--- src/rtl/cmem_pkg.sv ---
`default_nettype none
// ============================================================================
// Module      : cmem_pkg
// Description : Shared constants, state and tag types for the cmem sequencer.
// Revision    : 1.0 - initial release
// ============================================================================
package cmem_pkg;

    localparam int   CMEM_AW    = 6;
    localparam int   CMEM_DW    = 16;
    localparam int   CMEM_LANES = 6;
    localparam int   CMEM_DEPTH = 64;

    // cmem strobes are active-low
    localparam logic CMEM_ON    = 1'b0;
    localparam logic CMEM_OFF   = 1'b1;

    typedef enum logic [1:0] {
        IDLE = 2'd0,
        LOAD = 2'd1,
        RUN  = 2'd2
    } cmem_state_t;

    typedef struct packed {
        logic                  valid;
        logic                  first;
        logic                  last;
        logic [CMEM_LANES-1:0] lane_en;
    } cmem_tag_t;

endpackage
`default_nettype wire

--- src/rtl/cmem_tag_pipe.sv ---
`default_nettype none
// ============================================================================
// Module      : cmem_tag_pipe
// Description : Two-stage delay line aligning beat tags with cmem Q outputs.
// Revision    : 1.0 - initial release
// ============================================================================
module cmem_tag_pipe
    import cmem_pkg::*;
(
    input  logic      clk,
    input  logic      rst,
    input  cmem_tag_t tag_in,
    output cmem_tag_t tag_out
);

    cmem_tag_t r_s1;
    cmem_tag_t r_s2;

    always_ff @(posedge clk or posedge rst) begin
        if (rst) begin
            r_s1 <= '0;
            r_s2 <= '0;
        end else begin
            r_s1 <= tag_in;
            r_s2 <= r_s1;
        end
    end

    assign tag_out = r_s2;

endmodule
`default_nettype wire

--- src/rtl/cmem_seq.sv ---
`default_nettype none
// ============================================================================
// Module      : cmem_seq
// Description : Coefficient loader and 6-lane read sweeper for cmem, with tags.
// Revision    : 1.0 - initial release
// ============================================================================
module cmem_seq
    import cmem_pkg::*;
#(
    parameter int DEPTH = CMEM_DEPTH,
    parameter int AW    = CMEM_AW,
    parameter int DW    = CMEM_DW,
    parameter int LANES = CMEM_LANES
) (
    input  logic             clk,
    input  logic             rst,
    input  logic             coef_valid,
    output logic             coef_ready,
    input  logic [DW-1:0]    coef_data,
    input  logic             coef_last,
    input  logic             sample_valid,
    output logic             sample_ready,
    output logic             busy,
    output logic             taps_loaded,
    output logic [AW:0]      ntaps,
    output logic [DW-1:0]    mem_d,
    output logic [AW-1:0]    mem_a0,
    output logic [AW-1:0]    mem_a1,
    output logic [AW-1:0]    mem_a2,
    output logic [AW-1:0]    mem_a3,
    output logic [AW-1:0]    mem_a4,
    output logic [AW-1:0]    mem_a5,
    output logic             mem_wen,
    output logic             mem_cen,
    output logic             q_valid,
    output logic             q_first,
    output logic             q_last,
    output logic [LANES-1:0] q_lane_en
);

    localparam logic [AW:0]   c_step  = (AW+1)'(LANES);
    localparam logic [AW:0]   c_one   = (AW+1)'(1);
    localparam logic [AW-1:0] c_wone  = AW'(1);
    localparam logic [AW-1:0] c_wlast = AW'(DEPTH-1);

    cmem_state_t   r_state;
    logic [AW-1:0] r_waddr;
    logic [AW:0]   r_base;
    logic [AW:0]   r_ntaps;
    logic          r_loaded;
    logic [AW-1:0] r_addr [LANES];
    logic [DW-1:0] r_d;
    logic          r_wen;
    logic          r_cen;

    logic          w_coef_fire;
    logic          w_sample_fire;
    logic          w_sweep_done;
    logic          w_issue;
    logic          w_final;
    logic [AW-1:0] w_wa;
    logic [AW:0]   w_beat_base;
    logic [AW-1:0] w_addr_next [LANES];
    cmem_tag_t     w_tag;
    cmem_tag_t     w_q_tag;

    assign coef_ready    = (r_state != RUN);
    // A pending coefficient beat always beats a sample offered in IDLE
    assign sample_ready  = (r_state == IDLE) && r_loaded && !coef_valid;
    assign busy          = (r_state != IDLE);
    assign w_coef_fire   = coef_valid && coef_ready;
    assign w_sample_fire = sample_valid && sample_ready;

    assign w_wa          = (r_state == IDLE) ? '0 : r_waddr;
    assign w_final       = coef_last || (w_wa == c_wlast);

    // Beat 0 is issued on the accepting edge; RUN then ends one cycle after the last beat
    assign w_beat_base   = (r_state == RUN) ? r_base : '0;
    assign w_sweep_done  = (r_state == RUN) && (r_base >= r_ntaps);
    assign w_issue       = w_sample_fire || ((r_state == RUN) && !w_sweep_done);

    always_comb begin
        w_tag = '0;
        for (int i = 0; i < LANES; i++) begin
            w_addr_next[i] = AW'(w_beat_base + (AW+1)'(i));
        end
        if (w_issue) begin
            w_tag.valid = 1'b1;
            w_tag.first = (w_beat_base == '0);
            w_tag.last  = ((w_beat_base + c_step) >= r_ntaps);
            for (int i = 0; i < LANES; i++) begin
                w_tag.lane_en[i] = ((w_beat_base + (AW+1)'(i)) < r_ntaps);
            end
        end
    end

    always_ff @(posedge clk or posedge rst) begin
        if (rst) begin
            r_state  <= IDLE;
            r_waddr  <= '0;
            r_base   <= '0;
            r_ntaps  <= '0;
            r_loaded <= 1'b0;
            r_d      <= '0;
            r_wen    <= CMEM_OFF;
            r_cen    <= CMEM_OFF;
            for (int i = 0; i < LANES; i++) begin
                r_addr[i] <= '0;
            end
        end else begin
            r_wen <= CMEM_OFF;
            r_cen <= CMEM_OFF;
            if (w_coef_fire) begin
                r_addr[0] <= w_wa;
                r_d       <= coef_data;
                r_wen     <= CMEM_ON;
                r_cen     <= CMEM_ON;
                r_waddr   <= w_wa + c_wone;
                if (w_final) begin
                    r_ntaps  <= {1'b0, w_wa} + c_one;
                    r_loaded <= 1'b1;
                    r_state  <= IDLE;
                end else begin
                    r_loaded <= 1'b0;
                    r_state  <= LOAD;
                end
            end else if (w_issue) begin
                for (int i = 0; i < LANES; i++) begin
                    r_addr[i] <= w_addr_next[i];
                end
                r_cen   <= CMEM_ON;
                r_base  <= w_beat_base + c_step;
                r_state <= RUN;
            end else if (w_sweep_done) begin
                r_state <= IDLE;
            end
        end
    end

    cmem_tag_pipe u_tag_pipe (
        .clk     (clk),
        .rst     (rst),
        .tag_in  (w_tag),
        .tag_out (w_q_tag)
    );

    assign taps_loaded = r_loaded;
    assign ntaps       = r_ntaps;
    assign mem_d       = r_d;
    assign mem_a0      = r_addr[0];
    assign mem_a1      = r_addr[1];
    assign mem_a2      = r_addr[2];
    assign mem_a3      = r_addr[3];
    assign mem_a4      = r_addr[4];
    assign mem_a5      = r_addr[5];
    assign mem_wen     = r_wen;
    assign mem_cen     = r_cen;
    assign q_valid     = w_q_tag.valid;
    assign q_first     = w_q_tag.first;
    assign q_last      = w_q_tag.last;
    assign q_lane_en   = w_q_tag.lane_en;

endmodule
`default_nettype wire

--- config.mk ---
export PLATFORM = sky130hd
export DESIGN_NAME = cmem_seq
export DESIGN_NICKNAME = d
export VERILOG_FILES = /design/src/rtl/cmem_pkg.sv /design/src/rtl/cmem_tag_pipe.sv /design/src/rtl/cmem_seq.sv
export SDC_FILE = /design/constraint.sdc
export NUM_CORES = 1
export LEC_CHECK = 0
export CORE_MARGIN = 1
export CORE_UTILIZATION = 40
export CTS_CLUSTER_DIAMETER = 50
export CTS_CLUSTER_SIZE = 28
export DETAILED_ROUTE_END_ITERATION = 10
export GPL_ROUTABILITY_DRIVEN = 0
export HOLD_SLACK_MARGIN = 0.02
export PLACE_DENSITY = 0.65
export SKIP_LAST_GASP = 1
export SYNTH_ARGS = -nofsm -noshare
export SYNTH_HDL_FRONTEND = slang
export SYNTH_SLANG_ARGS = --single-unit
--- constraint.sdc ---
create_clock -name clk -period 7.9 [get_ports clk]
set_clock_uncertainty 0.1 [all_clocks]
set_input_delay 0.79 -clock clk [delete_from_list [all_inputs] [get_ports clk]]
set_output_delay 0.79 -clock clk [all_outputs]
set_load 0.02 [all_outputs]
# Word-level counts from Yosys, hierarchy flattened
# Cells that the tools add are included.
# totals
ff_bits,95
in_bits,21
elab_cells,72
# classes
add_sub_neg,8
order_cmp,8
eq_ne,3
n_mux,13
bitwise,1
n_reduce_logical,17
# op_table
operator,count
7-bit < comparator,6
36-bit 2-to-1 mux,1
7-bit by 3-bit adder with 7-bit output (second input constant),3
7-bit by 2-bit adder with 7-bit output (second input constant),2
7-bit greater-or-equal comparator,2
6-bit 2-to-1 mux,2
9-bit 2-to-1 mux,1
6-bit by 1-bit adder with 7-bit output (second input constant),1
7-bit by 1-bit adder with 7-bit output (second input constant),1
7-bit zero test,1
7-bit 2-to-1 mux,1
6-bit by 1-bit adder with 6-bit output (second input constant),1
6-bit equality test (second input constant),1
1-bit logical AND,6
2-bit 2-to-1 mux,3
1-bit 2-to-1 mux,5
2-bit AND reduction,2
2-bit nonzero test,2
3-bit nonzero test,1
2-bit equality test (second input constant),1
1-bit zero test,2
2-bit zero test,1
1-bit logical OR,2
2-bit != test (second input constant),1
1-bit inverter,1

# Longest topological paths before layout
# Gate-level depths: netlist (run 1).
# depth
depth_word,7
depth_mapped,14
mapped_depth_nobuf,12

# Modules after synthesis
# From an unflattened synthesis (run 1), not the netlist that was laid out.
# unflattened
hier_cells,505
area_unflattened_um2,5026.1
# by_module_without_submodules
module,instances,cells_each,area_each_um2
cmem_seq,1,486,4571.9
cmem_tag_pipe,1,19,454.2

# Worst setup path before layout (run 1)
# Ideal clock, no wire load.
# synth_timing
path_kind,flip-flop to flip-flop
startpoint,register r_state[0]
endpoint,register u_tag_pipe.r_s1[3] in the netlist's numbering
arrival_ns,2.480
required_time_ns,7.714
setup_slack_ns,5.234
stages_incl_launch_ff,14
n_path_buf,2
synth_period_minus_slack_ns,2.666
cell_sequence,dfrtp_1 buf_2 nor2b_4 buf_4 nand2_1 inv_1 ha_1 a21oi_1 or3_1 a21oi_1 ha_1 o21ai_0 a21oi_1 nor3_1
# synth_rtl
element,line,source
from (decl),cmem_seq.sv:46,cmem_state_t r_state;
from (signal assigned),cmem_seq.sv:99,r_state <= IDLE;
from (signal assigned),cmem_seq.sv:122,r_state <= IDLE;
from (signal assigned),cmem_seq.sv:125,r_state <= LOAD;
to (signal assigned),cmem_tag_pipe.sv:24,r_s1 <= tag_in;
to (decl),cmem_tag_pipe.sv:16,cmem_tag_t r_s1;

==> flow_metrics.env, run 1 <==
export IMPL_status="finished, final reports clean"
export IMPL_insertion_delay_ns=0.34
export IMPL_synth_area_top_cells="dfrtp_1, ha_1, nand2_1, mux2_4, o21ai_0"
export IMPL_max_freq_ghz=0.314
export IMPL_synth_top_cell_area_share_pct=42.1
export IMPL_syn_cell_area_mm2=0.00517
export IMPL_hold_violations=0
export IMPL_die_y_um=116
export IMPL_grt_pass1_wl_um=20100
export IMPL_synth_edf_count=0
export IMPL_antenna_found_initial=0
export IMPL_drc=0
export IMPL_synth_common_cells="dfrtp_1, nand2_1, ha_1"
export IMPL_critPathLaunchType="flip-flop"
export IMPL_placed_area_mm2=0.00614
export IMPL_synth_seq_cells=89
export IMPL_synth_seq_area_share_pct=43.1
export IMPL_clk_pin_slew_worst_paths_ns=0.07
export IMPL_min_period_ns=3.19
export IMPL_clockPowerShare_pct=21.1
export IMPL_fin_crit_sh_pct=40.3
export IMPL_synth_cell_types=59
export IMPL_fin_nets=658
export IMPL_avgSynthCellArea_um2=10.3
export IMPL_intPower_uw=1200
export IMPL_htree_levels=3
export IMPL_synth_top_area_cell="dfrtp_1"
export IMPL_hold_ws_ns=0.248
export IMPL_seq_power_share_pct=35.1
export IMPL_cts_sinks=89
export IMPL_ios=95
export IMPL_crit_start="r_state[0]"
export IMPL_busiest_layer="met2"
export IMPL_routedWlPerCell_um=16.0
export IMPL_slowest_delay_ns=0.53
export IMPL_track_usage_pct=19.7
export IMPL_synth_most_common_cell="dfrtp_1"
export IMPL_gr_usage_met3_pct=3.61
export IMPL_cts_hold_buf=0
export IMPL_synth_compound_area_share_pct=12.0
export IMPL_path_class="reg -> reg"
export IMPL_vias=3894
export IMPL_drive_above_1_share_pct=9.20
export IMPL_combPwrFrac_pct=43.8
export IMPL_use_met1_pct=25.3
export IMPL_reg2reg_from="r_state[0]"
export IMPL_arrival_ns=3.35
export IMPL_synthMuxAreaShare_pct=5.93
export IMPL_required_ns=8.06
export IMPL_synthFlopType="dfrtp_1"
export IMPL_p_leak_uw=0.00294
export IMPL_synth_top_family_by_area="simple AND/OR/NAND/NOR gates"
export IMPL_drt_vias_per_instance=5.13
export IMPL_antenna_cells=0
export IMPL_crit_slowest_cell="dfrtp_1"
export IMPL_synthToLayoutAreaGrowth_pct=24.4
export IMPL_first_pass_iters=5
export IMPL_slew_limit_headroom_pct=25.6
export IMPL_cts_tree="done"
export IMPL_cts_root_buf="clkbuf_16"
export IMPL_yosys_area_share_simple_pct=15.6
export IMPL_hold_path_class="reg -> reg"
export IMPL_post_cts_setup_buffer_count=0
export IMPL_die_area_mm2=0.0134
export IMPL_worstSetupEndpointType="flip-flop"
export IMPL_clk_path_buf_depth=2
export IMPL_fp_dieW_um=116
export IMPL_drt_wl_total_um=12200
export IMPL_portBuffers=94
export IMPL_slew_viol_final=0
export IMPL_worstMarginPinSlew_ns=1.12
export IMPL_power_switching_uw=755
export IMPL_post_route_util_pct=51.0
export IMPL_ys_warn_count=0
export IMPL_coreArea_mm2=0.0126
export IMPL_antenna_left=0
export IMPL_grt_use_met2_pct=32.1
export IMPL_peakVddDrop_v=0.000127
export IMPL_syn_inst=504
export IMPL_fp_row_count=41
export IMPL_finalInstanceArea_mm2=0.00643
export IMPL_drv_cap=0
export IMPL_cts_resized=0
export IMPL_grt_pass1_vias=3980
export IMPL_grt_max_degree=90
export IMPL_swShare_pct=38.6
export IMPL_cts_buffers=9
export IMPL_cpMostUsedCell="a21oi_1"
export IMPL_crit_fanout=12
export IMPL_synth_fp_nets=580
export IMPL_async_flop_share_pct=100
export IMPL_crit_chain="nor2b_4, nand2_1, inv_1, ha_1, a21oi_1, or3_1, a21oi_1, ha_1, o21ai_0, a21oi_1, nor3_1"
export IMPL_drtIter0Drc=167
export IMPL_p_per_area_mw_per_mm2=304
export IMPL_rsz0062_at_grt="no"
export IMPL_setup_viol=0
export IMPL_cp_num_buf_inv=1
export IMPL_hpwl_um=8850
export IMPL_crit_family="simple AND/OR/NAND/NOR gates"
export IMPL_overflow=0
export IMPL_fill_cells=1193
export IMPL_hold_path_startpoint="u_tag_pipe.r_s1[1]"
export IMPL_start_util_pct=41.0
export IMPL_synth_xor_area_share_pct=4.24
export IMPL_tns_ns=0
export IMPL_synth_adder_area_share_pct=13.3
layout by cell type (no fill, tap or decap), types with 2 or more instances in the layout:
master / instances
or3_1: 2
a21oi_1: 26
o22ai_1: 2
nand2_1: 79
clkbuf_16: 9
xnor2_1: 15
a22oi_1: 3
a211oi_1: 3
dfstp_2: 2
mux2_2: 9
nand4b_1: 2
and2_1: 9
clkinvlp_4: 2
and3_1: 2
inv_6: 3
a211o_1: 2
nand2b_1: 4
xor2_1: 10
o211ai_1: 2
clkinv_2: 2
dfrtp_1: 87
mux2_4: 13
nor2_1: 31
a221o_1: 4
nand3_1: 6
a22o_1: 8
a21o_1: 7
o31ai_1: 3
nor3_1: 10
clkbuf_8: 2
clkdlybuf4s50_1: 94
ha_1: 55
inv_1: 22
nor2b_1: 6
o21ai_0: 27
nand4_1: 2
kinds of logic (layout without fill, tap and decap cells):
logic type,after synthesis,after routing
adders and majority gates,55,55
buffers and inverters,53,136
DFF,89,89
and+or+nand+nor,165,165
muxes,23,23
AOI/OAI and AO/OA,94,94
xor gates and xnor gates,25,25
state kept, by name, indices dropped and copies added (netlist names), 6 cells and up:
name	count
r_base	7
mem_d	16
u_tag_pipe.r_s1	9
mem_a1	6
r_waddr	6
u_tag_pipe.tag_out	9
ntaps	7
mem_a0	6
cell type report:
class                      instances  area [um^2]  area share (%)
clock inverter                     5         37.5           0.584
sequential                        89         2230            34.7
timing repair buffer              95          948            14.7
tap                              172          215            3.35
inverter                          25          103            1.60
clock buffer                      11          253            3.93
multi-input combinational        362         2640            41.1
per-layer routing:
metal / wire (um) / up-vias
met2: 5610 / 139
li1: - / 1885
met4: 346 / 0
met5: 0 / -
met3: 740 / 28
met1: 5470 / 1842
final timing paths:
| kind | endpoint | slack, ns | cells past startpoint |
|---|---|---|---|
| worst min-delay path | u_tag_pipe.tag_out[1] | 0.25 | 0 |
| worst max register to register | u_tag_pipe.r_s1[3] | 4.71 | 11 |
| worst max-delay path | u_tag_pipe.r_s1[3] | 4.71 | 11 |
| worst min register to register | u_tag_pipe.tag_out[1] | 0.25 | 0 |
| max in group asynchronous | u_tag_pipe.tag_out[0] | 5.96 | 3 |
| min in group asynchronous | u_tag_pipe.r_s1[4] | 1.02 | 3 |
through the flow:
stage	setup slack [ns]	std cells	power [uW]
after global placement	4.48	743	1530
after floorplan	4.71	504	1250
after CTS	4.71	759	1970
after detailed placement	4.47	743	1550
final	4.71	759	1960
after global routing	4.35	759	2090
worst register-to-register path, cell delays in order (launching register included):
cell     delay, ns
dfrtp_1       0.53
nor2b_4       0.35
nand2_1       0.25
inv_1         0.25
ha_1          0.30
a21oi_1       0.10
or3_1         0.36
a21oi_1       0.26
ha_1          0.28
o21ai_0       0.14
a21oi_1       0.06
nor3_1        0.13
power by group through the flow:
| stage | clock [uW] | combinational, uW | sequential, uW |
|---|---|---|---|
| 2_1_floorplan | 0 | 507 | 738 |
| 3_3_place_gp | 0 | 838 | 689 |
| 3_5_place_dp | 0 | 862 | 692 |
| 4_1_cts | 420 | 865 | 686 |
| 5_1_grt | 438 | 947 | 703 |
| 6_report | 413 | 856 | 687 |
(Power assumes the default switching activity.)
==> run 2: changes to the inputs <==
--- a/config.mk
+++ b/config.mk
@@ -12,7 +12,7 @@
 export DETAILED_ROUTE_END_ITERATION = 10
 export GPL_ROUTABILITY_DRIVEN = 0
 export HOLD_SLACK_MARGIN = 0.02
-export PLACE_DENSITY = 0.65
+export PLACE_DENSITY = 0.67
 export SKIP_LAST_GASP = 1
 export SYNTH_ARGS = -nofsm -noshare
 export SYNTH_HDL_FRONTEND = slang
==> constraint.sdc (replaced) <==
create_clock -name clk -period 2.9 [get_ports clk]
set_clock_uncertainty 0.1 [all_clocks]
set_input_delay 0.29 -clock clk [delete_from_list [all_inputs] [get_ports clk]]
set_output_delay 0.29 -clock clk [all_outputs]
set_load 0.02 [all_outputs]
==> flow_metrics.env, run 2 (synthesis gave the netlist of run 1 again) <==
export IMPL_hold_path_class="in -> async"
export IMPL_min_period_ns=2.66
export IMPL_track_usage_pct=20.5
export IMPL_antenna_left=0
export IMPL_vias=3972
export IMPL_status="finished, final reports clean"
export IMPL_synthToLayoutAreaGrowth_pct=28.1
export IMPL_routedWlPerCell_um=16.2
export IMPL_tns_ns=0
export IMPL_overflow=0
export IMPL_clk_path_buf_depth=2
export IMPL_drive_above_1_share_pct=12.5
export IMPL_crit_fanout=6
export IMPL_largest_reg_flops=16
export IMPL_arrival_ns=2.83
export IMPL_post_route_util_pct=52.5
export IMPL_peakVddDrop_v=0.000385
export IMPL_drtIter0Drc=136
export IMPL_rsz0062_at_grt="no"
export IMPL_fp_dieW_um=116
export IMPL_coreArea_mm2=0.0126
export IMPL_rr_worst_depth=12
export IMPL_clk_pin_slew_worst_paths_ns=0.06
export IMPL_final_common_cell="clkdlybuf4s50_1"
export IMPL_portBuffers=94
export IMPL_drc=0
export IMPL_insertion_delay_ns=0.35
export IMPL_slew_limit_headroom_pct=54.7
export IMPL_required_ns=3.07
export IMPL_drv_cap=0
export IMPL_die_y_um=116
export IMPL_ios=95
export IMPL_slew_viol_final=0
export IMPL_max_freq_ghz=0.376
export IMPL_path_class="reg -> reg"
export IMPL_final_cell_mix="clkdlybuf4s50_1, dfrtp_1, nand2_1"
export IMPL_r2r_end="u_tag_pipe.r_s1[3]"
export IMPL_hpwl_um=9740
export IMPL_worstSetupEndpointType="flip-flop"
export IMPL_drt_vias_per_instance=5.09
export IMPL_drt_wl_total_um=12700
export IMPL_critPathLaunchType="flip-flop"
export IMPL_first_pass_iters=6
export IMPL_fp_row_count=41
export IMPL_antenna_cells=0
export IMPL_antenna_found_initial=0
export IMPL_setup_viol=0
export IMPL_p_per_area_mw_per_mm2=832
export IMPL_grt_max_degree=38
export IMPL_start_util_pct=41.0
export IMPL_htree_levels=3
export IMPL_grt_pass1_vias=4183
export IMPL_p_leak_uw=0.00306
export IMPL_cts_tree="done"
export IMPL_cts_root_buf="clkbuf_16"
export IMPL_cts_sinks=89
export IMPL_grt_pass1_wl_um=20700
export IMPL_hold_violations=0
export IMPL_fin_crit_sh_pct=91.6
export IMPL_fin_nets=680
export IMPL_worstMarginPinSlew_ns=0.679
export IMPL_cts_buffers=9
export IMPL_die_area_mm2=0.0134
export IMPL_regToRegSetupSlack_ns=0.24
export IMPL_reg2reg_from="r_state[1]"
## run 2: through the flow
| step | instance area (um^2) | power (uW) | hold WS [ns] | setup WS, ns | std cells |
|---|---|---|---|---|---|
| after global placement | 6320 | 4270 | 0.233 | 0.304 | 765 |
| after floorplan | 5170 | 3390 | 0.231 | 0.206 | 504 |
| after CTS | 6620 | 5560 | 0.249 | 0.180 | 781 |
| after detailed placement | 6320 | 4340 | 0.235 | 0.194 | 765 |
| after global routing | 6620 | 5860 | 0.252 | 0.00870 | 781 |
| final | 6620 | 5510 | 0.230 | 0.243 | 781 |
## run 2: how the worst max path moves through the flow
stage	from	end	depth (start not counted)
after floorplan	rst	mem_a0[0]	1
after global placement	r_state[1]	u_tag_pipe.r_s1[3]	12
after detailed placement	r_state[1]	u_tag_pipe.r_s1[3]	12
after CTS	r_state[1]	u_tag_pipe.r_s1[3]	12
after global routing	r_state[1]	u_tag_pipe.r_s1[3]	12
final	r_state[1]	u_tag_pipe.r_s1[3]	12
## run 2: metal layers
metal  GRT usage (%)  up-vias  wire, um
li1                -     1924         -
met1            23.9     1894      5300
met2            34.9      125      6090
met3            5.28       29       804
met4            11.1        0       449
met5               0        -         0
## run 2: worst max-delay path, cell delays in order, from the launching register on
cell,delay [ns]
dfrtp_1,0.38
nor2b_4,0.15
nand2_1,0.19
inv_1,0.15
ha_1,0.23
a21oi_1,0.21
a21oi_1,0.10
o21ai_1,0.21
ha_1,0.27
o21ai_0,0.21
a21o_1,0.15
a21oi_1,0.07
nor3_1,0.12
## run 2: cell type report
type | instances | area, um^2
Multi-Input combinational cell | 362 | 2640
Clock buffer | 10 | 239
Inverter | 25 | 103
Fill cell | 1173 | 6000
Timing Repair Buffer | 117 | 1130
Tap cell | 172 | 215
Sequential cell | 89 | 2230
Clock inverter | 6 | 66.3
## run 2: power by group
group / internal (uW) / switching, uW / total (uW) / leakage (uW)
registers: 1560 / 252 / 1810 / 0.00115
logic: 1160 / 1350 / 2520 / 0.00176
clock network: 693 / 492 / 1190 / 0.000153
total: 3410 / 2100 / 5510 / 0.00306
## run 2: timing repair
action / CTS / global route
setup buffers: 0 / 0
endpoints found under the setup margin: 0 / 1
hold buffers: 0 / 0
resized for setup: 0 / 1
==> run 3: changes to the inputs <==
--- a/config.mk
+++ b/config.mk
@@ -5,6 +5,7 @@
 export SDC_FILE = /design/constraint.sdc
 export NUM_CORES = 1
 export LEC_CHECK = 0
+export CAP_MARGIN = 20
 export CORE_MARGIN = 1
 export CORE_UTILIZATION = 40
 export CTS_CLUSTER_DIAMETER = 50
@@ -13,6 +14,7 @@
 export GPL_ROUTABILITY_DRIVEN = 0
 export HOLD_SLACK_MARGIN = 0.02
 export PLACE_DENSITY = 0.67
+export SETUP_SLACK_MARGIN = 0.1
 export SKIP_LAST_GASP = 1
 export SYNTH_ARGS = -nofsm -noshare
 export SYNTH_HDL_FRONTEND = slang
==> flow_metrics.env, run 3 (synthesis gave the netlist of run 1 again) <==
export IMPL_critPathLaunchType="flip-flop"
export IMPL_peakVddDrop_v=0.000385
export IMPL_rsz0062_at_grt="no"
export IMPL_htree_levels=3
export IMPL_status="finished, final reports clean"
export IMPL_first_pass_iters=6
export IMPL_drive_above_1_share_pct=13.0
export IMPL_instances_no_fill=781
export IMPL_overflow=0
export IMPL_portBuffers=94
export IMPL_required_ns=3.07
export IMPL_crit_fanout=7
export IMPL_insertion_delay_ns=0.36
export IMPL_grt_pass1_wl_um=20700
export IMPL_start_util_pct=41.0
export IMPL_arrival_ns=2.76
export IMPL_slew_viol_final=0
export IMPL_dpl_cell_count=765
export IMPL_ios=95
export IMPL_routedWlPerCell_um=16.3
export IMPL_antenna_left=0
export IMPL_grt_pass1_vias=4183
export IMPL_tns_ns=0
export IMPL_cts_buffers=9
export IMPL_synthToLayoutAreaGrowth_pct=28.2
export IMPL_final_common_cell="clkdlybuf4s50_1"
export IMPL_drv_cap=0
export IMPL_vias=3999
export IMPL_cts_root_buf="clkbuf_16"
export IMPL_fin_nets=680
export IMPL_combPwrFrac_pct=45.7
export IMPL_coreArea_mm2=0.0126
export IMPL_swShare_pct=38.1
export IMPL_p_per_area_mw_per_mm2=832
export IMPL_die_area_mm2=0.0134
export IMPL_grt_max_degree=38
export IMPL_clockPowerShare_pct=21.5
export IMPL_cts_sinks=89
export IMPL_fin_crit_sh_pct=89.2
export IMPL_antenna_found_initial=0
export IMPL_setup_viol=0
export IMPL_drt_wl_total_um=12700
export IMPL_largest_reg_flops=16
export IMPL_fp_dieW_um=116
export IMPL_power_switching_uw=2100
export IMPL_clk_path_buf_depth=2
export IMPL_drtIter0Drc=151
export IMPL_worstSetupEndpointType="flip-flop"
export IMPL_drt_vias_per_instance=5.12
export IMPL_fill_cells=1173
export IMPL_intPower_uw=3410
export IMPL_hold_violations=0
export IMPL_slowest_delay_ns=0.56
export IMPL_hold_ws_ns=0.232
export IMPL_cpMostUsedCell="ha_1"
export IMPL_cts_tree="done"
export IMPL_min_period_ns=2.59
export IMPL_max_freq_ghz=0.386
export IMPL_path_class="reg -> reg"
export IMPL_clk_pin_slew_worst_paths_ns=0.06
export IMPL_cts_hold_buf=0
export IMPL_hold_path_class="in -> async"
export IMPL_hpwl_um=9740
export IMPL_drc=0
export IMPL_slew_limit_headroom_pct=54.1
export IMPL_antenna_cells=0
export IMPL_crit_slowest_cell="dfrtp_1"
export IMPL_final_cell_mix="clkdlybuf4s50_1, dfrtp_1, nand2_1"
export IMPL_fp_row_count=41
export IMPL_die_y_um=116
export IMPL_worstMarginPinSlew_ns=0.687
export IMPL_p_leak_uw=0.00306
export IMPL_seq_power_share_pct=32.8
export IMPL_crit_chain="nand2_2, inv_1, ha_1, buf_4, nand2_1, xnor2_1, nor2_1, ha_1, o21ai_0, a21o_1, a21oi_1, nor3_1"
export IMPL_track_usage_pct=20.5
[run 3: cell counts in the layout (fill, tap and decap cells not counted)]
No cell type changed its count.
[run 3: final cells by class]
type	instances	area, um^2	area share (%)
inverters	25	103	1.55
clock buffers	10	239	3.61
well taps	172	215	3.25
repair buffers	117	1130	17.0
multi-input cells	362	2650	40.0
clock inverters	6	66.3	1.00
flip-flops and latches	89	2230	33.6
[run 3: final timing paths]
kind	start	to	slack, ns	cells past startpoint
setup / recovery	r_base[2]	u_tag_pipe.r_s1[1]	0.31	12
hold / removal	rst	mem_a1[0]	0.23	2
setup reg to reg	r_base[2]	u_tag_pipe.r_s1[1]	0.31	12
hold reg to reg	u_tag_pipe.r_s1[3]	u_tag_pipe.tag_out[3]	0.25	0
max in group asynchronous	rst	mem_d[9]	1.83	3
min in group clk	u_tag_pipe.r_s1[3]	u_tag_pipe.tag_out[3]	0.25	0
[run 3: power by group through the flow]
| stage | clock, uW | combinational [uW] | sequential, uW |
|---|---|---|---|
| final | 1190 | 2520 | 1810 |
| after global routing | 1260 | 2750 | 1850 |
| after CTS | 1220 | 2540 | 1810 |
| after detailed placement | 0 | 2520 | 1830 |
| after global placement | 0 | 2460 | 1820 |
| after floorplan | 0 | 1380 | 2010 |
[run 3: stage by stage]
| step | util, % | cell area [um^2] | setup WS [ns] | total power (uW) |
|---|---|---|---|---|
| after global routing | 52.5 | 6630 | 0.104 | 5860 |
| after CTS | 52.5 | 6620 | 0.180 | 5560 |
| final | 52.5 | 6630 | 0.312 | 5510 |
| after detailed placement | 50.1 | 6320 | 0.194 | 4340 |
| after global placement | 50.1 | 6320 | 0.304 | 4270 |
| after floorplan | - | 5170 | 0.206 | 3390 |
[run 3: critical path, delay by kind of cell (launching register included)]
family	cells	cell delay, ns
compound gates	3	0.40
xor+xnor	1	0.15
fa+ha+maj	2	0.50
buf+inv	2	0.28
flops	1	0.56
simple gates	4	0.48
[run 3: what timing repair did]
| action | in CTS | in global routing |
|---|---|---|
| endpoints found under the setup margin | 0 | 3 |
| buffers inserted | 0 | 0 |
| gates resized for setup | 0 | 4 |
[run 3: metal layers]
layer / GRT usage, % / wire (um) / share of wire, %
met1: 23.9 / 5390 / 42
met2: 34.9 / 6140 / 48
met3: 5.28 / 761 / 6.0
met4: 11.1 / 431 / 3.4
met5: 0 / 0 / 0
